### config.mk
export PLATFORM = sky130hd
export DESIGN_NAME = instr_fetch_sequencer
export DESIGN_NICKNAME = d
export VERILOG_FILES = /design/src/rtl/instr_fetch_sequencer_pkg.sv /design/src/rtl/instr_fetch_sequencer_group_decoder.sv /design/src/rtl/instr_fetch_sequencer.sv
export SDC_FILE = /design/constraint.sdc
export NUM_CORES = 1
export LEC_CHECK = 0
export ABC_AREA = 1
export ABC_CLOCK_PERIOD_IN_PS = 2150
export BUFFER_PORTS_ARGS = -buffer_cell sky130_fd_sc_hd__buf_2
export CORE_MARGIN = 4
export CORE_UTILIZATION = 40
export CTS_CLUSTER_SIZE = 25
export DETAILED_ROUTE_END_ITERATION = 6
export PLACE_DENSITY = 0.67
export SYNTH_ARGS = -nofsm -noshare
export SYNTH_HDL_FRONTEND = slang
export SYNTH_SLANG_ARGS = --single-unit
### constraint.sdc
create_clock -name clk -period 2.15 [get_ports clk]
set_input_delay 0.215 -clock clk [delete_from_list [all_inputs] [get_ports clk]]
set_output_delay 0.215 -clock clk [all_outputs]
set_load 0.05 [all_outputs]
### src/rtl/instr_fetch_sequencer_pkg.sv
// Shared types for the instruction fetch/decode front end.
package pkg_instr_dec;

  // Instruction group classification of the high instruction word.
  typedef enum logic [2:0] {
    instr_grp_unknown = 3'd0,
    instr_grp_1       = 3'd1,
    instr_grp_2       = 3'd2,
    instr_grp_3       = 3'd3,
    instr_grp_4       = 3'd4,
    instr_grp_5       = 3'd5
  } instr_group;

  // Fetch sequencer states.
  typedef enum logic [1:0] {
    ST_START    = 2'd0,
    ST_FETCH_HI = 2'd1,
    ST_FETCH_LO = 2'd2,
    ST_ISSUE    = 2'd3
  } ifs_state;

endpackage

### src/rtl/instr_fetch_sequencer_group_decoder.sv
// Classifies a high instruction word into its group by the top opcode nibble.
//   0x0-0x3 grp_1, 0x4-0x7 grp_2, 0x8-0xB grp_3, 0xC-0xD grp_4,
//   0xE grp_5 (carries a second immediate word), 0xF unknown.
module instr_group_decoder
  import pkg_instr_dec::*;
(
  input  logic [15:0] instr_word,
  output instr_group  instr_grp
);

  // Decode the opcode nibble.
  always_comb begin
    instr_grp = instr_grp_unknown;
    case (instr_word[15:12])
      4'h0, 4'h1, 4'h2, 4'h3: instr_grp = instr_grp_1;
      4'h4, 4'h5, 4'h6, 4'h7: instr_grp = instr_grp_2;
      4'h8, 4'h9, 4'hA, 4'hB: instr_grp = instr_grp_3;
      4'hC, 4'hD:             instr_grp = instr_grp_4;
      4'hE:                   instr_grp = instr_grp_5;
      default:                instr_grp = instr_grp_unknown;
    endcase
  end

endmodule

### src/rtl/instr_fetch_sequencer.sv
// Instruction fetch sequencer: fetches one or two words per instruction,
// classifies the first, and hands the instruction to execute over valid/ready.
// Owns the PC and accepts redirects from execute in any state but ST_START.
module instr_fetch_sequencer
  import pkg_instr_dec::*;
#(
  parameter int unsigned ADDR_W   = 16,
  parameter int unsigned RESET_PC = 0
) (
  input  logic              clk,
  input  logic              rst_n,
  output logic              mem_req,
  output logic [ADDR_W-1:0] mem_addr,
  input  logic              mem_ack,
  input  logic [15:0]       mem_rdata,
  output logic              instr_valid,
  input  logic              instr_ready,
  output logic [15:0]       instr_hi,
  output logic [15:0]       instr_lo,
  output instr_group        instr_grp,
  output logic [ADDR_W-1:0] instr_pc,
  input  logic              pc_load,
  input  logic [ADDR_W-1:0] pc_load_value
);

  localparam logic [ADDR_W-1:0] RESET_PC_W = ADDR_W'(RESET_PC);
  localparam logic [ADDR_W-1:0] PC_ONE     = ADDR_W'(1);

  ifs_state          state;
  ifs_state          state_nxt;
  logic [ADDR_W-1:0] pc;
  instr_group        dec_grp;
  logic              redirect;
  logic              hi_take;
  logic              lo_take;

  instr_group_decoder u_dec (
    .instr_word (mem_rdata),
    .instr_grp  (dec_grp)
  );

  // Redirect wins over any same-cycle ack, which is consumed but discarded.
  assign redirect = pc_load && (state != ST_START);
  assign hi_take  = (state == ST_FETCH_HI) && mem_ack && !pc_load;
  assign lo_take  = (state == ST_FETCH_LO) && mem_ack && !pc_load;

  // State register.
  always_ff @(posedge clk or negedge rst_n) begin
    if (!rst_n) state <= ST_START;
    else        state <= state_nxt;
  end

  // Next-state decode; redirect has priority outside ST_START.
  always_comb begin
    state_nxt = state;
    case (state)
      ST_START:    state_nxt = ST_FETCH_HI;
      ST_FETCH_HI: begin
        if (pc_load)      state_nxt = ST_FETCH_HI;
        else if (mem_ack) state_nxt = (dec_grp == instr_grp_5) ? ST_FETCH_LO : ST_ISSUE;
      end
      ST_FETCH_LO: begin
        if (pc_load)      state_nxt = ST_FETCH_HI;
        else if (mem_ack) state_nxt = ST_ISSUE;
      end
      ST_ISSUE: begin
        if (pc_load || instr_ready) state_nxt = ST_FETCH_HI;
      end
      default:     state_nxt = ST_START;
    endcase
  end

  // Moore outputs decoded from state and pc only.
  always_comb begin
    mem_req     = 1'b0;
    instr_valid = 1'b0;
    case (state)
      ST_FETCH_HI, ST_FETCH_LO: mem_req     = 1'b1;
      ST_ISSUE:                 instr_valid = 1'b1;
      default: ;
    endcase
  end

  assign mem_addr = pc;

  // Program counter: redirect load, else increment per consumed word (wraps).
  always_ff @(posedge clk or negedge rst_n) begin
    if (!rst_n)                  pc <= RESET_PC_W;
    else if (redirect)           pc <= pc_load_value;
    else if (hi_take || lo_take) pc <= pc + PC_ONE;
  end

  // Instruction holding registers; untouched while issuing so outputs stay stable.
  always_ff @(posedge clk or negedge rst_n) begin
    if (!rst_n) begin
      instr_hi  <= '0;
      instr_lo  <= '0;
      instr_grp <= instr_grp_unknown;
      instr_pc  <= RESET_PC_W;
    end else begin
      if (hi_take) begin
        instr_hi  <= mem_rdata;
        instr_pc  <= pc;
        instr_grp <= dec_grp;
        if (dec_grp != instr_grp_5) instr_lo <= '0;
      end
      if (lo_take) instr_lo <= mem_rdata;
    end
  end

endmodule

# Yosys cells after proc, flatten, opt, wreduce, memory -nomap -nowiden
# Memory sizes are Yosys's and may differ from the RTL's.
# Cells that the tools add are included.
# totals
reg_bits,69
mem_count,1
latchBits,0
romBits,48
wordCells,46
ramBits,0
# mem_list
memory,depth,width,read_ports,rd_ports_with_merged_regs,wr,line,source
(no name shown),16,3,1,0,0,instr_fetch_sequencer_group_decoder.sv:14,case (instr_word[15:12])
# classes
n_reduce_logical,16
div_mod_pow,0
muxes,14
magnitude_cmp,0
n_shift,0
n_bitwise,0
n_addsub,1
n_mul,0
eq_ne,8
# op_table
operator,n
two-way mux 16 bit,5
"adder 16 x 1 -> 16 bit, second input constant",1
two-way mux 2 bit,5
"!= test 3 bit, second input constant",3
one-hot mux 2 bit (4 select lines),1
nonzero test 2 bit,4
logical AND 1 bit,5
"equality test 2 bit, second input constant",2
"equality test 3 bit, second input constant",1
two-way mux 1 bit,3
AND reduction 3 bit,1
"equality test 2 x 1 -> 1 bit, second input constant",1
logical NOT 2 bit,1
logical OR 1 bit,2
"!= test 2 bit, second input constant",1
AND reduction 2 bit,1
OR reduction 2 bit,1
logical NOT 1 bit,1

# Depth between registers and ports, before layout
# depth
depth_word,6
ltp_mapped,11
ltp_nobuf,10

# Modules after synthesis
# From an unflattened synthesis, not the netlist that was laid out.
# hier_totals
hier_cells,390
hier_area_um2,3254.4
# modules_own_cells
module,cells_each,area_per_inst_um2,n_inst,seq_area_each_um2
instr_fetch_sequencer,382,3215.6,1,1726.7
instr_group_decoder,8,38.8,1,0.0

# Worst setup path after synthesis
# OpenSTA, ideal clock, no wires.
# synth_path
kind,register to register
startpoint,"register pc[1], in the netlist mem_addr[1]"
endpoint,"register pc[12], in the netlist mem_addr[12]"
setup_time_ps,118
arrival_time_ps,1486
path_slack_ps,546
stages_incl_launch_ff,9
path_buffers,0
cell_sequence,dfrtp_1 > ha_1 > nand2_1 > nor2_2 > nand3_1 > nand2_1 > nand3_1 > nand2_1 > nand2_1
# synth_via
elab_chain_len,3
# synth_rtl
item,line,source
from (decl),instr_fetch_sequencer.sv:31,logic [ADDR_W-1:0] pc;
from (signal assigned),instr_fetch_sequencer.sv:89,else if (redirect) pc <= pc_load_value;
from (signal assigned),instr_fetch_sequencer.sv:90,else if (hi_take || lo_take) pc <= pc + PC_ONE;
adder 16 x 1 -> 16 bit,instr_fetch_sequencer.sv:90,
two-way mux 16 bit,instr_fetch_sequencer.sv:90,
two-way mux 16 bit,instr_fetch_sequencer.sv:89,
# No other way between the ends. The select of a mux whose other input is x is not followed.
# A chain may end at the register's enable or synchronous reset.

# Final worst setup path
# layout_path
startpoint,register state[0]
endpoint,"register pc[15], in the netlist mem_addr[15]"
# layout_via
elab_chain_len,5
# layout_rtl
item,line,source
from (decl),instr_fetch_sequencer.sv:29,ifs_state state;
from (signal assigned),instr_fetch_sequencer.sv:50,else state <= state_nxt;
equality test 2 x 1 -> 1 bit or equality test 2 bit (tied branches),"instr_fetch_sequencer.sv:44, instr_fetch_sequencer.sv:45",
logical AND 1 bit (on tied branches) (2 in series),"instr_fetch_sequencer.sv:44, instr_fetch_sequencer.sv:45",
logical OR 1 bit,instr_fetch_sequencer.sv:90,
nonzero test 2 bit (no source line),-,
# Several ways; a longest one is shown, not always the timed one.

==> results <==
- The number of endpoints with negative hold slack in the final report was 0.
- Once placement finished, the instance area stood at 3890 µm².
- For this design the total switching power over the nets is 0.00405 W.
- After the last flow step, the layout net total stands at 552.
- The wire length per cell is 13.7 µm.
- The cell at the root of the clock tree is clkbuf_8.
- The number of storage elements in the synthesis netlist is 69.
- The total non-filler cell area in the finished layout is 4090 µm².
- The simple-gate share of the synthesized area is 26.0%.
- The part of the Yosys area used for sequential elements is 52.5%.
- The first-pass GRT wire length is 14,400 µm.
- The total negative setup slack is 0 ns.
- The share of the synthesized area in the top cell type is 52.5%.
- The slowest stage of the critical path is the dfrtp_1 cell.
- The HPWL after detailed placement is 6300 µm.
- The required time of the critical path is 2.39 ns.
- The endpoint of the worst-slack reg-to-reg timing path is mem_addr[15]$_DFFE_PN0P_.
- At the worst endpoint, the arrival time is 1.98 ns.
- The worst path meets setup with 0.411 ns of slack.
- For this design the ratio of total power to cell area is 1780 nW/µm².
- The synthesis warning total is 0.
- Ranked by total cell area, the synthesized netlist is headed by dfrtp_1, nand2_1, nand3_1.
- The most common cell in the synthesized netlist is nand2_1.
- Setup repair after global routing left no endpoint under its margin.
- Clock tree synthesis inserted a total of 9 buffers.
- The commonest cells after synthesis are nand2_1, dfrtp_1, inv_1.
- The die covers 9750 µm².
- The internal portion of the total power is 0.00326 W.
- Of all cell types, the one taking the most synthesized area is dfrtp_1.
- In this run the register-to-register setup slack is 0.41 ns.
- The finished layout holds 617 standard cells, fillers aside.
- Routability-driven placement finished with a final weighted congestion of 0.848.
- The worst hold path depth is 3.
- By area, the combinational part of the netlist is dominated by simple AND/OR/NAND/NOR gates.
- The overflow left after global routing is 0.
- Grouping stages by cell kind, the critical path spends the most delay in buffers and inverters.
- Counting the fill cells in the layout gives 805.
- Walking the worst path, the cells encountered are inv_1, ha_1, nor2_4, inv_2, nand2_4, inv_2, nor2_1, nand2_1, nand2_1.
- Of the total power, registers draw 30.9%.
- 106 I/O pins were placed.
- The delay of the slowest critical-path stage is 0.42 ns.
- The number of global-route vias before repair is 3,025.
- The launch point of the worst reg-to-reg path is state[0]$_DFFE_PN0P_.
- The post-placement cell count is 600.
- In this run the static leakage power is 2.25 nW.
- The floorplan step set the die height to 98.7 µm.
- The startpoint identified for the worst hold timing path is mem_rdata[4].
- The post-synthesis xor/xnor area fraction is 0%.
- The biggest fanout along the worst timing path is 21.
- The critical path launch point type is a register.
- OpenSTA, run right after detailed placement, puts the worst setup slack at 0.408 ns.
- The area fraction in compound gates after synthesis is 10.9%.
- The clock network burns 14.2% of the power.
- The summed instance area of the synthesized netlist is 3290 µm².
- The worst setup path is of the register to register kind.
- After detailed routing, the number of remaining DRC violations is 0.
- The number of flops mapped to enable cells by yosys is 0.
- The mux contribution to synthesized area is 0%.
- The number of rows in the core area is 32.
- The flow ran to the end, and the final reports show no timing, DRC or antenna violations.
- For this run, the top clock speed supported by timing is 0.575 GHz.
- The number of antenna violations at the first check in global routing is 0.
- The initial core utilization is 41.9%.
- CTS saw 69 sinks.
- The routed design could run at a clock period as short as 1.74 ns.
- The largest buffer count on any clock path is 2.
- Global routing used 18.4% of the available tracks across all layers.
- The path with the worst hold slack has its endpoint at instr_lo[4]$_DFFE_PN0P_.
- The worst-case IR drop observed on VDD is 0.000913 V.
- The starting DRC count in detailed routing is 120.
- The antenna diode instance count is 0.
- Measured in cells, the most critical reg-to-reg path has a length of 9.
- The total number of vias is 2,993.
- Of the total power, combinational logic draws 54.8%.
- The final critical-path share of the clock period is 80.9%.
- Synthesis instantiated 27 different standard cells from the library.
- The number of antenna-violating nets in the routed design is 0.
- In the synthesized netlist, the number of instances is 402.
- Measured along the x axis, the die boundary spans 98.7 µm.
- The worst setup path is captured at a register.
- The post-route netlist has 28.3% of its cells at a drive strength greater than 1.
- The number of nets handed over by synthesis was 444.
- The maximum clock skew at final layout is 0.00916 ns.
- The worst slew margin relative to its limit is 63.0%.
- At the pin with the least slew margin, the transition time is 0.556 ns.
- The critical path contains buffers and inverters numbering 3 combined.
- The later-pin clock latency in the skew report is 0.34 ns.
- The final max-slew violation count is 0.
- The synthesis-to-layout area growth is 24.4%.
- The clock tree from TritonCTS is done.
- Setup violations remaining at the end of the flow were counted as 0.
- Averaged over all synthesized cells, the footprint is 8.19 µm².
- The quantity of gates resized following cts is 0.
- The number of optimization iterations in the first detailed-route pass is 6.
- The mean number of vias per cell is 4.85.
- Entering global routing, the biggest net connects 44 pins.
- The clock transition at the register clock pins on the worst setup and hold paths after CTS is 0.08 ns.
- The type of the most critical hold path is input port to register.
- The most common flop cell mapped by yosys is dfrtp_1.
- The core outline area is 7850 µm².
- The switching part of the total power is 55.4%.
- Of all flip-flops after synthesis, the portion carrying an async set or reset was 100%.
- Of the total synthesized cell area, the portion taken by full adders, half adders and majority gates is 1.90%.
- The total wirelength of the detailed-routed design is 8460 µm.
- Max-cap violations in this run came to 0.
- Buffers placed on the I/O ports in this run total 105.
- The number of levels in the clock H-tree is 3.
-- routing by layer --
layer  part of all wire (%)  GRT usage (%)  vias up  wire, µm
met5                      0              0        -         0
met4                    1.5           7.98        0       128
met3                    7.2           4.60       10       610
met2                     45           28.4      110      3840
met1                     46           24.6     1371      3870
li1                       -              -     1502         -
-- layout make-up --
cell class,count,area (µm²),share of cell area [%]
Timing Repair Buffer,112,581,14.2
Sequential cell,69,1730,42.2
Inverter,51,191,4.68
Tap cell,102,128,3.12
Clock inverter,6,63.8,1.56
Clock buffer,10,128,3.12
Multi-Input combinational cell,267,1280,31.2
-- worst min-delay path: cells and delay by family --
kind	cells	cell delay (ns)
AO/OA/AOI/OAI	1	0.07
buffers and inverters	2	0.16
-- per-stage QoR --
step                      util (%)  total power, W  hold slack [ns]
after global routing          52.2         0.00779            0.123
after detailed placement      49.6         0.00631            0.228
after CTS                     52.2         0.00738            0.106
after global placement        49.6         0.00625            0.226
final                         52.2         0.00731            0.127
after floorplan                  -         0.00534          -0.0806
-- cells by family (layout without fill, tap and decap cells) --
group | count (synthesis) | after routing
AOI/OAI and AO/OA | 66 | 66
adders and majority gates | 5 | 5
buffers and inverters | 66 | 179
DFF | 69 | 69
and+or+nand+nor | 196 | 196
-- worst max-delay path by stage --
stage | start | end | cells past startpoint
after CTS | state[0]$_DFFE_PN0P_ | mem_addr[15]$_DFFE_PN0P_ | 9
after floorplan | mem_addr[1]$_DFFE_PN0P_ | mem_addr[12]$_DFFE_PN0P_ | 8
after global routing | state[1]$_DFFE_PN0P_ | mem_addr[5]$_DFFE_PN0P_ | 8
final | state[0]$_DFFE_PN0P_ | mem_addr[15]$_DFFE_PN0P_ | 9
after detailed placement | state[0]$_DFFE_PN0P_ | mem_addr[14]$_DFFE_PN0P_ | 9
after global placement | state[0]$_DFFE_PN0P_ | mem_addr[15]$_DFFE_PN0P_ | 9
-- cell usage in the layout (no fill, tap or decap), types with 5 or more instances in the layout --
cell type,n
buf_4,6
buf_2,105
o22ai_1,5
inv_2,7
inv_1,44
ha_1,5
o21ai_1,15
clkbuf_8,9
nor2_1,33
dfrtp_1,69
nand2_1,109
nand3_1,40
o21ai_0,36
-- state kept, by name, indices dropped and copies added, names as in the netlist --
name       flops
instr_hi      16
instr_lo      16
mem_addr      16
state          2
instr_grp      3
instr_pc      16
-- power groups by stage --
stage	clock network [W]	registers (W)	logic, W
3_5_place_dp	0	0.00228	0.00403
3_3_place_gp	0	0.00227	0.00398
6_report	0.00104	0.00226	0.00401
5_1_grt	0.00114	0.00235	0.00431
4_1_cts	0.00108	0.00226	0.00404
2_1_floorplan	0	0.00405	0.00130
-- what timing repair did --
action | 4_1_cts | 5_1_grt
endpoints found under the hold margin | 23 | 0
buffers inserted | 0 | 0
hold buffers | 1 | 0
(Power assumes the default switching activity.)
